## src/rtl/hex_display_scanner.sv

```systemverilog
// hex_display_scanner: time-multiplexed driver for a 4-digit common-anode
// 7-segment display. Captures digits, decimal points and blank mask into a
// shadow register on load, then scans one digit per slot with an all-off
// guard interval at the start of each slot, optional leading-zero blanking
// and a one-cycle frame strobe per completed scan.
module hex_display_scanner #(
  parameter int REFRESH_COUNT = 131072,
  parameter int GUARD_CYCLES  = 4
) (
  input  logic        clk,
  input  logic        rst,
  input  logic        load,
  input  logic [15:0] digits_in,
  input  logic [3:0]  dp_in,
  input  logic [3:0]  blank_mask,
  input  logic        lead_zero_blank,
  output logic [6:0]  seg_out,
  output logic        dp_out,
  output logic [3:0]  an_out,
  output logic        frame_tick
);

  localparam int CNT_W = $clog2(REFRESH_COUNT);
  localparam logic [CNT_W-1:0] CNT_LAST  = CNT_W'(REFRESH_COUNT - 1);
  localparam logic [CNT_W-1:0] GUARD_LIM = CNT_W'(GUARD_CYCLES);

  // Active-low {g,f,e,d,c,b,a} pattern for one hex nibble.
  function automatic logic [6:0] hex_to_seg(input logic [3:0] nib);
    logic [6:0] s;
    case (nib)
      4'h0: s = 7'h40;
      4'h1: s = 7'h79;
      4'h2: s = 7'h24;
      4'h3: s = 7'h30;
      4'h4: s = 7'h19;
      4'h5: s = 7'h12;
      4'h6: s = 7'h02;
      4'h7: s = 7'h78;
      4'h8: s = 7'h00;
      4'h9: s = 7'h10;
      4'hA: s = 7'h08;
      4'hB: s = 7'h03;
      4'hC: s = 7'h46;
      4'hD: s = 7'h21;
      4'hE: s = 7'h06;
      4'hF: s = 7'h0E;
      default: s = 7'h7F;
    endcase
    return s;
  endfunction

  logic [15:0]      dig_sh;
  logic [3:0]       dp_sh;
  logic [3:0]       mask_sh;
  logic [CNT_W-1:0] cnt;
  logic [1:0]       idx;
  logic             slot_last;

  logic [3:0]       nib_p0;
  logic [3:0]       lz_p0;
  logic             blank_p0;
  logic             guard_p0;

  // Snapshot register: display logic never sees the live inputs directly.
  always_ff @(posedge clk or posedge rst) begin
    if (rst) begin
      dig_sh  <= '0;
      dp_sh   <= '0;
      mask_sh <= '0;
    end else if (load) begin
      dig_sh  <= digits_in;
      dp_sh   <= dp_in;
      mask_sh <= blank_mask;
    end
  end

  assign slot_last = (cnt == CNT_LAST);

  // Slot counter and digit index; frame strobe follows the 3->0 index wrap.
  always_ff @(posedge clk or posedge rst) begin
    if (rst) begin
      cnt        <= '0;
      idx        <= 2'd0;
      frame_tick <= 1'b0;
    end else begin
      if (slot_last) begin
        cnt <= '0;
        idx <= idx + 2'd1;
      end else begin
        cnt <= cnt + 1'b1;
      end
      frame_tick <= slot_last && (idx == 2'd3);
    end
  end

  // ---- stage p0: select current digit and decide whether it is dark ----
  // lz_p0[i] is set when digit i and every digit to its left are zero;
  // digit 0 is exempt so a zero value still shows a single '0'.
  always_comb begin
    nib_p0   = dig_sh[{idx, 2'b00} +: 4];
    lz_p0    = 4'b0000;
    lz_p0[3] = (dig_sh[15:12] == 4'h0);
    lz_p0[2] = lz_p0[3] && (dig_sh[11:8] == 4'h0);
    lz_p0[1] = lz_p0[2] && (dig_sh[7:4] == 4'h0);
    lz_p0[0] = 1'b0;
    guard_p0 = (cnt < GUARD_LIM);
    blank_p0 = mask_sh[idx] || (lead_zero_blank && lz_p0[idx]);
  end

  // ---- stage p1: registered display outputs ----
  // Anodes stay off during the guard interval so the previous digit's
  // segment pattern never ghosts onto the newly selected digit.
  always_ff @(posedge clk or posedge rst) begin
    if (rst) begin
      an_out  <= 4'b1111;
      seg_out <= 7'h7F;
      dp_out  <= 1'b1;
    end else if (guard_p0 || blank_p0) begin
      an_out  <= 4'b1111;
      seg_out <= 7'h7F;
      dp_out  <= 1'b1;
    end else begin
      an_out  <= ~(4'b0001 << idx);
      seg_out <= hex_to_seg(nib_p0);
      dp_out  <= ~dp_sh[idx];
    end
  end

endmodule

```

## config.mk

```make
export PLATFORM = sky130hd
export DESIGN_NAME = hex_display_scanner
export DESIGN_NICKNAME = d
export VERILOG_FILES = /design/src/rtl/hex_display_scanner.sv
export SDC_FILE = /design/constraint.sdc
export NUM_CORES = 1
export LEC_CHECK = 0
export ABC_AREA = 1
export BUFFER_PORTS_ARGS = -buffer_cell sky130_fd_sc_hd__buf_2
export CORE_ASPECT_RATIO = 1.1
export CORE_MARGIN = 3
export CORE_UTILIZATION = 30
export DETAILED_ROUTE_END_ITERATION = 10
export GPL_ROUTABILITY_DRIVEN = 0
export PLACE_DENSITY = 0.47
export SLEW_MARGIN = 10
export SYNTH_ARGS = -nofsm -noshare
export SYNTH_HDL_FRONTEND = slang
export SYNTH_SLANG_ARGS = --single-unit
export TNS_END_PERCENT = 20
```

## constraint.sdc

```tcl
create_clock -name clk -period 2.7 [get_ports clk]
set_input_delay 0.54 -clock clk [delete_from_list [all_inputs] [get_ports clk]]
set_output_delay 0.54 -clock clk [all_outputs]
set_load 0.02 [all_outputs]
```

==> results of run 1 <==
-- worst paths after layout --
path | startpoint | to | depth (start not counted)
min in group clk | digits_in[13] | dig_sh[13] | 3
worst max register to register | idx[0] | seg_out[5] | 10
worst min-delay path | rst | cnt[6] | 2
max in group asynchronous | rst | cnt[14] | 3
worst min register to register | cnt[0] | cnt[0] | 1
worst max-delay path | idx[0] | seg_out[5] | 10
-- logic make-up (layout without fill, tap and decap cells) --
| logic type | Yosys count | count (layout) |
|---|---|---|
| DFF | 56 | 56 |
| AOI/OAI and AO/OA | 31 | 31 |
| buffers and inverters | 41 | 80 |
| adders and majority gates | 12 | 12 |
| xor gates and xnor gates | 2 | 2 |
| muxes | 15 | 15 |
| and+or+nand+nor | 194 | 194 |
-- cells in the mapped netlist (2+ instances only) --
library cell    n
nor3_1          2
a21oi_1        10
nand3_2         5
mux2_2         15
buf_2           2
nand4_1         2
nand2_1       103
nand3_1        33
o21ai_0        18
dfstp_2        12
buf_6           5
nor2_1         44
inv_1          28
clkbuf_1        3
nand2_2         3
xor2_1          2
ha_1           12
dfrtp_1        44
-- flip-flops by register name, indices dropped and copies added, names as in the netlist --
name and cells:
frame_tick 1, seg_out 7, dp_out 1, an_out 4
cnt 17, idx 2, mask_sh 4, dp_sh 4
dig_sh 16
-- power groups by stage --
stage               combinational, mW  sequential [mW]  clock [mW]
floorplan                       0.150            0.968           0
global placement                0.245            0.950           0
detailed placement              0.247            0.951           0
CTS                             0.248            0.935       0.503
global route                    0.278            0.943       0.537
finish                          0.243            0.933       0.472
-- stage by stage --
step                      setup slack [ns]  area (um^2)  power [mW]
final                                0.579         3330        1.65
after global routing                 0.365         3330        1.76
after CTS                            0.588         3330        1.69
after detailed placement             0.618         3240        1.20
after global placement               0.701         3240        1.19
after floorplan                      0.809         2950        1.12
-- final cells by class --
cell class,count,area (um^2)
clock buffer,6,72.6
clock inverter,2,16.3
fill,1021,6120
inverter,30,115
multi-input combinational,254,1330
sequential,56,1420
tap,117,146
timing repair buffer,42,228
-- per-layer routing --
layer / routed length, um / vias to the layer above
met2: 2880 / 34
li1: - / 1191
met4: 38 / 0
met1: 3280 / 1123
met5: 0 / -
met3: 240 / 2
-- critical path, delay by kind of cell (launching register included) --
kind	cells	cell delay [ns]
adders and majority gates	1	0.22
DFF	1	0.79
and+or+nand+nor	7	0.70
buffers and inverters	2	0.32
==> impl_metrics.yaml, run 1 <==
detailed_routing:
  detail_route.wl_per_cell_um: 12.7
  detail-route-antenna-nets: 0
  drc: 0
  wl_um: 6440
  num_vias: 2350
  via_per_inst: 4.64
  drt_iter0_drc: 118
  firstDrtPassIters: 4
global_route:
  use_met3_pct: 2.98
  met2_usage_pct: 19.5
  grt_antenna_before_repair: 0
  grt_pass1_vias: 2294
  grt_pass1_wl_um: 11100
  overflow: 0
  use_met1_pct: 17.7
  grt-busiest-layer: "met2"
  grt_max_degree: 34
  track_usage_pct: 12.5
power_and_ir_drop:
  p_leak_nw: 1.63
  p_per_area_nw_per_um2: 496
  vdd_drop_max_uv: 229
  intPower_mw: 1.19
  clkPwrFrac_pct: 28.6
  sw_frac_of_total_pct: 28.1
  p_seq_share_pct: 56.6
  p_sw_mw: 0.464
  p_comb_share_pct: 14.8
die:
  io_pins: 41
  die_h_um: 110
  die_x_um: 101
  core_area_um2: 9440
  rows: 37
  start_util_pct: 31.2
  die_area_um2: 11100
sta:
  skew_ns: 0.00877
  relSlewSlack_pct: 54.9
  worst-slew-pin-transition_ns: 0.676
  holdWs_ns: 0.289
  min_period_ns: 2.12
  fmax_mhz: 472
  setup_viol: 0
  finalCritPeriodShare_pct: 78.5
  tns_ns: 0
  rsz0062_at_grt: "false"
  hold_violations: 0
  slew_viol_final: 0
worst_setup_path:
  endpoint_kind: "register"
  slowest_delay_ns: 0.79
  crit_arrival_ns: 2.35
  worstSetupPathType: "register to register"
  cp.required_ns: 2.93
  worstSetupStartpointType: "register"
  critPathMaxFanout: 20
  cpMostUsedCell: "nand2_1"
  critical_path.cell_chain: "inv_4 > nand2_1 > nand3_1 > nand2_1 > inv_1 > ha_1 > nand3_1 > nand2_1 > nand2_1 > nand3_2"
  crit_slowest_cell: "dfrtp_1"
  r2r_setup_slack_ns: 0.58
synth:
  synthArstFlopShare_pct: 100
  yosys.area_share.simple_pct: 28.2
  syn_area_per_cell_um2: 8.40
  synth_top_family_by_area: "simple AND/OR/NAND/NOR gates"
  yosysTopAreaCell: "dfrtp_1"
  syn_inst: 351
  ys_seq_elements: 56
  synth_edf_count: 0
  synth_compound_area_share_pct: 5.56
  yosys-top-cells-area: "dfrtp_1 (37%), nand2_1 (13%), dfstp_2 (11%), mux2_2 (5.7%), nand3_1 (5.6%)"
  synth_xor_area_share_pct: 0.594
  netlist-cell-type-count: 26
  yosysSeqAreaShare_pct: 48.0
  synthMuxAreaShare_pct: 5.73
  syn_area_um2: 2950
  synthFlopType: "dfrtp_1"
  synth_top_area_share_pct: 37.4
  synth_fp_nets: 391
  yosysWarningCount: 0
  synth_fa_ha_area_share_pct: 5.09
cells_and_area:
  diodes: 0
  mostFrequentLayoutCell: "nand2_1"
  mostFrequentLayoutCells: "nand2_1 (103), nor2_1 (44), dfrtp_1 (44)"
  fin_nets: 429
  final-instance-count-excl-fill: 507
  final_core_util_pct: 35.2
  drive_gt1_share_pct: 23.1
  area_growth_syn_to_layout_pct: 12.8
clock_tree:
  root_buffer: "clkbuf_8"
  clk_pin_slew_ns: 0.11
  cts_buffers: 5
  clk_latency_ns: 0.31
  clkSinkCount: 56
  ctsHoldBuffers: 0
  htree_num_levels: 2
  cts_setup_buffers: 0
  cts_resized: 0
  cts_tree: "built"
  max-clock-path-buffers: 2
run_status:
  outcome: "finished clean"
min_path:
  hp-class: "input pin to async pin"
placement:
  dp.cells: 499
  io_buffers: 40
  hpwl_um: 4770
job:
  maxCapViolations: 0
Note: power is estimated with default switching activity, not from simulation.
==> inputs of run 2 (changes only) <==
--- a/config.mk
+++ b/config.mk
@@ -5,7 +5,7 @@
 export SDC_FILE = /design/constraint.sdc
 export NUM_CORES = 1
 export LEC_CHECK = 0
-export ABC_AREA = 1
+export ABC_AREA = 0
 export BUFFER_PORTS_ARGS = -buffer_cell sky130_fd_sc_hd__buf_2
 export CORE_ASPECT_RATIO = 1.1
 export CORE_MARGIN = 3
==> constraint.sdc (replaced) <==
create_clock -name clk -period 2.09 [get_ports clk]
set_input_delay 0.418 -clock clk [delete_from_list [all_inputs] [get_ports clk]]
set_output_delay 0.418 -clock clk [all_outputs]
set_load 0.02 [all_outputs]
==> impl_metrics.yaml, run 2 <==
run_status:
  outcome: "finished clean"
worst_setup_path:
  critical_path.cell_chain: "mux4_1 > ha_1 > mux2_4 > nand2_1 > o211ai_1"
  worstSetupPathType: "register to register"
  worstSetupStartpointType: "register"
  crit_arrival_ns: 2.19
  crit_slowest_cell: "mux4_1"
  slowest_delay_ns: 0.70
  endpoint_kind: "register"
  critPathMaxFanout: 6
  cp.required_ns: 2.32
  critPathBufInv: 0
  crit_family: "multiplexers"
synth:
  synth_fa_ha_area_share_pct: 5.39
  synth_top_family_by_area: "multiplexers"
  synthFlopType: "dfrtp_1"
  yosysTopAreaCell: "dfrtp_1"
  synth_edf_count: 0
  synthArstFlopShare_pct: 100
  synth.most_common_cell: "dfrtp_1"
  syn_area_per_cell_um2: 12.5
  netlist-cell-type-count: 41
  syn_inst: 223
  yosys-top-cells-count: "dfrtp_1 (44), mux2_2 (23), nand2_1 (18), nor2_1 (15), xor2_1 (14)"
  synth_fp_nets: 263
  yosys-top-cells-area: "dfrtp_1 (40%), dfstp_2 (11%), mux2_2 (9.3%), ha_1 (5.4%), xor2_1 (4.4%)"
  ys_seq_elements: 56
  synth_top_area_share_pct: 39.6
  synth_xor_area_share_pct: 5.35
  yosys.area_share.simple_pct: 12.0
  synthMuxAreaShare_pct: 17.2
  synth_compound_area_share_pct: 6.11
  yosysSeqAreaShare_pct: 50.9
  yosysWarningCount: 0
  syn_area_um2: 2780
power_and_ir_drop:
  p_per_area_nw_per_um2: 692
  p_seq_share_pct: 53.5
  clkPwrFrac_pct: 31.6
  vdd_drop_max_uv: 350
  sw_frac_of_total_pct: 25.5
  p_leak_nw: 1.44
  p_comb_share_pct: 14.9
  p_sw_mw: 0.581
  intPower_mw: 1.70
clock_tree:
  root_buffer: "clkbuf_8"
  cts_buffers: 5
  htree_num_levels: 2
  cts_tree: "built"
  clk_pin_slew_ns: 0.10
  cts_setup_buffers: 0
  max-clock-path-buffers: 2
  clk_latency_ns: 0.31
  clkSinkCount: 56
cells_and_area:
  diodes: 0
  top_regs: "cnt: 17 flops, dig_sh: 16 flops, seg_out: 7 flops"
  largest_reg_flops: 17
  final-instance-count-excl-fill: 388
  mostFrequentLayoutCell: "dfrtp_1"
  area_growth_syn_to_layout_pct: 18.5
  design_area_um2: 3300
  multi_input_area_um2: 1290
  fillers: 890
  mostFrequentLayoutCells: "dfrtp_1 (44), buf_2 (40), mux2_2 (23)"
  fin_nets: 313
  drive_gt1_share_pct: 39.1
  largest-register: "cnt"
  seq_area_um2: 1420
global_route:
  grt_max_degree: 57
  track_usage_pct: 11.1
  overflow: 0
  grt_pass1_vias: 1822
  grt_antenna_before_repair: 0
  grt_pass1_wl_um: 9260
detailed_routing:
  firstDrtPassIters: 4
  drc: 0
  num_vias: 1827
  wl_um: 5440
  drt_iter0_drc: 74
  via_per_inst: 4.71
  detail-route-antenna-nets: 0
  detail_route.wl_per_cell_um: 14.0
placement:
  dp.cells: 380
  place_area_um2: 3180
  hpwl_um: 3990
  io_buffers: 40
sta:
  worst-slew-pin-transition_ns: 0.673
  tns_ns: 0
  skew_ns: 0.00853
  holdWs_ns: 0.142
  rsz0062_at_grt: "false"
  relSlewSlack_pct: 54.7
  fmax_mhz: 512
  setup_viol: 0
  min_period_ns: 1.95
  slew_viol_final: 0
  hold_violations: 0
  finalCritPeriodShare_pct: 93.5
die:
  start_util_pct: 31.1
  die_area_um2: 10500
  rows: 36
  die_h_um: 107
  core_area_um2: 8960
  io_pins: 41
  die_x_um: 97.9
job:
  maxCapViolations: 0
min_path:
  hp-class: "input pin to async pin"
-- run 2: changes by cell type after synthesis, moves of 5 or more --
cell / change
nor2_1: -29
nand3_2: -5
o21ai_0: -11
nand2_1: -85
a21oi_1: -7
nor4_1: +6
nand3_1: -27
inv_1: -20
mux2_2: +8
xor2_1: +12
-- run 2: metal layers --
metal | share of wire (%) | track usage [%] | up-vias
met5 | 0 | 0 | -
met4 | 1.7 | 4.45 | 0
met3 | 6.1 | 3.12 | 8
met2 | 43 | 15.3 | 44
met1 | 49 | 16.2 | 891
li1 | - | - | 884
-- run 2: kinds of logic after synthesis --
logic type,count (synthesis)
mux,34
simple gates,66
xor+xnor,17
compound gates,21
fa+ha+maj,12
flops,56
buf+inv,17
-- run 2: timing repair --
item,CTS,global route
setup endpoints to repair,0,1
resized for setup,0,2
hold buffers,0,0
-- run 2: final cells by class --
type                            instances  area share, %
Clock buffer                            7           2.31
Timing Repair Buffer                   52           9.56
Clock inverter                          1          0.910
Inverter                                8          0.910
Multi-Input combinational cell        150           39.0
Tap cell                              114           4.32
Sequential cell                        56           42.9
-- run 2: worst reg2reg max path, cell delays in order, from the launching register on --
cell and delay (ns):
dfrtp_1 0.44, mux4_1 0.70, ha_1 0.32, mux2_4 0.28
nand2_1 0.06, o211ai_1 0.08
-- run 2: metrics by stage --
step           worst slack (ns)  util [%]  total power, mW
2_1_floorplan             0.172         -             1.47
3_3_place_gp              0.158      35.5             1.59
5_1_grt                  0.0293      36.8             2.41
3_5_place_dp              0.129      35.5             1.59
6_report                  0.135      36.8             2.28
4_1_cts                   0.122      36.7             2.32
-- run 2: path summary, 6_finish.rpt --
| check | slack (ns) | endpoint | cells after the start | startpoint |
|---|---|---|---|---|
| max | 0.14 | seg_out[5] | 5 | idx[0] |
| min | 0.14 | cnt[2] | 3 | rst |
| max reg2reg | 0.14 | seg_out[5] | 5 | idx[0] |
| min reg2reg | 0.49 | cnt[0] | 1 | cnt[0] |
| max in group asynchronous | 1.64 | seg_out[3] | 3 | rst |
| min in group clk | 0.31 | dig_sh[6] | 3 | digits_in[6] |
-- run 2: power by group through the flow --
| stage | sequential [mW] | clock [mW] | combinational [mW] |
|---|---|---|---|
| 3_5_place_dp | 1.24 | 0 | 0.348 |
| 2_1_floorplan | 1.26 | 0 | 0.211 |
| 3_3_place_gp | 1.24 | 0 | 0.345 |
| 5_1_grt | 1.23 | 0.799 | 0.375 |
| 6_report | 1.22 | 0.721 | 0.341 |
| 4_1_cts | 1.22 | 0.747 | 0.348 |
==> inputs of run 3 (changes only) <==
--- a/config.mk
+++ b/config.mk
@@ -6,12 +6,11 @@
 export NUM_CORES = 1
 export LEC_CHECK = 0
 export ABC_AREA = 0
-export BUFFER_PORTS_ARGS = -buffer_cell sky130_fd_sc_hd__buf_2
+export BUFFER_PORTS_ARGS = -buffer_cell sky130_fd_sc_hd__buf_4
 export CORE_ASPECT_RATIO = 1.1
 export CORE_MARGIN = 3
 export CORE_UTILIZATION = 30
 export DETAILED_ROUTE_END_ITERATION = 10
-export GPL_ROUTABILITY_DRIVEN = 0
 export PLACE_DENSITY = 0.47
 export SLEW_MARGIN = 10
 export SYNTH_ARGS = -nofsm -noshare
==> impl_metrics.yaml, run 3 (synthesis gave the netlist of run 2 again) <==
worst_setup_path:
  critical_path.cell_chain: "or4_1 > nor4_1 > a31o_1 > a31oi_4 > buf_12 > o211ai_1"
  r2r_setup_slack_ns: 0.14
  r2r_end: "seg_out[5]"
  slowest_delay_ns: 0.56
  cp.required_ns: 2.32
  crit_slowest_cell: "or4_1"
  crit_family: "simple AND/OR/NAND/NOR gates"
  crit_arrival_ns: 2.18
  r2r_cells: 6
  startpoint: "cnt[13]"
  critPathBufInv: 1
  endpoint_kind: "register"
  reg2reg_from: "cnt[13]"
  worstSetupStartpointType: "register"
  worstSetupPathType: "register to register"
  critPathMaxFanout: 11
detailed_routing:
  drt_iter0_drc: 70
  drc: 0
  num_vias: 1802
  detail_route.wl_per_cell_um: 14.4
  via_per_inst: 4.66
  firstDrtPassIters: 4
  detail-route-antenna-nets: 0
  wl_um: 5590
placement:
  dp.cells: 379
  place_area_um2: 3290
  io_buffers: 40
  hpwl_um: 4020
  place_congestion: 0.752
  preCtsSetupSlack_ns: 0.112
sta:
  slew_viol_final: 0
  finalCritPeriodShare_pct: 93.5
  hold_violations: 0
  holdWs_ns: 0.152
  relSlewSlack_pct: 58.5
  worst-slew-pin-transition_ns: 0.616
  min_period_ns: 1.95
  worst_slack_ns: 0.137
  setup_viol: 0
  fmax_mhz: 512
  tns_ns: 0
  skew_ns: 0.00716
  rsz0062_at_grt: "false"
clock_tree:
  root_buffer: "clkbuf_8"
  clkSinkCount: 56
  cts_tree: "built"
  htree_num_levels: 2
  ctsHoldBuffers: 0
  max-clock-path-buffers: 2
  clk_latency_ns: 0.31
  cts_buffers: 5
  clk_pin_slew_ns: 0.10
cells_and_area:
  diodes: 0
  seq_area_um2: 1420
  top_regs: "cnt: 17 flops, dig_sh: 16 flops, seg_out: 7 flops"
  mostFrequentLayoutCells: "buf_4 (48), dfrtp_1 (43), mux2_2 (23)"
  largest_reg_flops: 17
  fillers: 899
  mostFrequentLayoutCell: "buf_4"
  final-instance-count-excl-fill: 387
  design_area_um2: 3390
  largest-register: "cnt"
  drive_gt1_share_pct: 39.6
  fin_nets: 312
  area_growth_syn_to_layout_pct: 21.6
  multi_input_area_um2: 1280
die:
  io_pins: 41
  die_area_um2: 10500
  rows: 36
  die_h_um: 107
  core_area_um2: 8960
  die_x_um: 97.9
  start_util_pct: 31.1
run_status:
  outcome: "finished clean"
global_route:
  overflow: 0
  grt_antenna_before_repair: 0
  grt_max_degree: 57
  track_usage_pct: 11.2
  grt_pass1_wl_um: 9420
  grt_pass1_vias: 1812
power_and_ir_drop:
  p_leak_nw: 1.47
  vdd_drop_max_uv: 275
  p_per_area_nw_per_um2: 656
job:
  maxCapViolations: 0
min_path:
  hp-class: "input pin to async pin"
## run 3: cell count changes in the layout (fill, tap and decap cells not counted), sizes merged
cell      change
buf           -1
clkinvlp      +1
bufinv        -1
## run 3: metal layers
| metal | wire length, um | GRT usage, % |
|---|---|---|
| met5 | 0 | 0 |
| met4 | 64 | 4.45 |
| met3 | 309 | 2.54 |
| met2 | 2350 | 15.4 |
| met1 | 2870 | 17.0 |
## run 3: how the worst max path moves through the flow
stage / to / slack [ns] / cells after the start
CTS: seg_out[5] / 0.1 / 5
finish: seg_out[5] / 0.14 / 6
global route: seg_out[5] / 0.05 / 6
global placement: idx[0] / 0.13 / 7
detailed placement: seg_out[5] / 0.11 / 5
floorplan: seg_out[1] / 0.17 / 8
## run 3: repair_timing
action                     4_1_cts  5_1_grt
setup buffers                    0        0
setup endpoints to repair        0        3
resized for setup                0        3
## run 3: worst reg2reg max path: stages (launching register included)
cell	delay, ns
dfrtp_1	0.43
or4_1	0.56
nor4_1	0.31
a31o_1	0.24
a31oi_4	0.05
buf_12	0.18
o211ai_1	0.10
## run 3: final cells by class
cell class,instances,area share (%)
Multi-Input combinational cell,150,37.8
Tap cell,114,4.21
Inverter,8,0.887
Timing Repair Buffer,51,12.4
Sequential cell,56,41.9
Clock inverter,1,0.222
Clock buffer,7,2.55
## run 3: report_power, final
part | switching [mW] | internal (mW)
Sequential | 0.0508 | 1.17
Clock | 0.358 | 0.271
Combinational | 0.172 | 0.197
Total | 0.581 | 1.64
## run 3: stage by stage
step	power (mW)	util (%)
5_1_grt	2.34	37.8
4_1_cts	2.26	37.7
3_3_place_gp	1.62	36.7
6_report	2.22	37.8
3_5_place_dp	1.62	36.7
2_1_floorplan	1.47	-
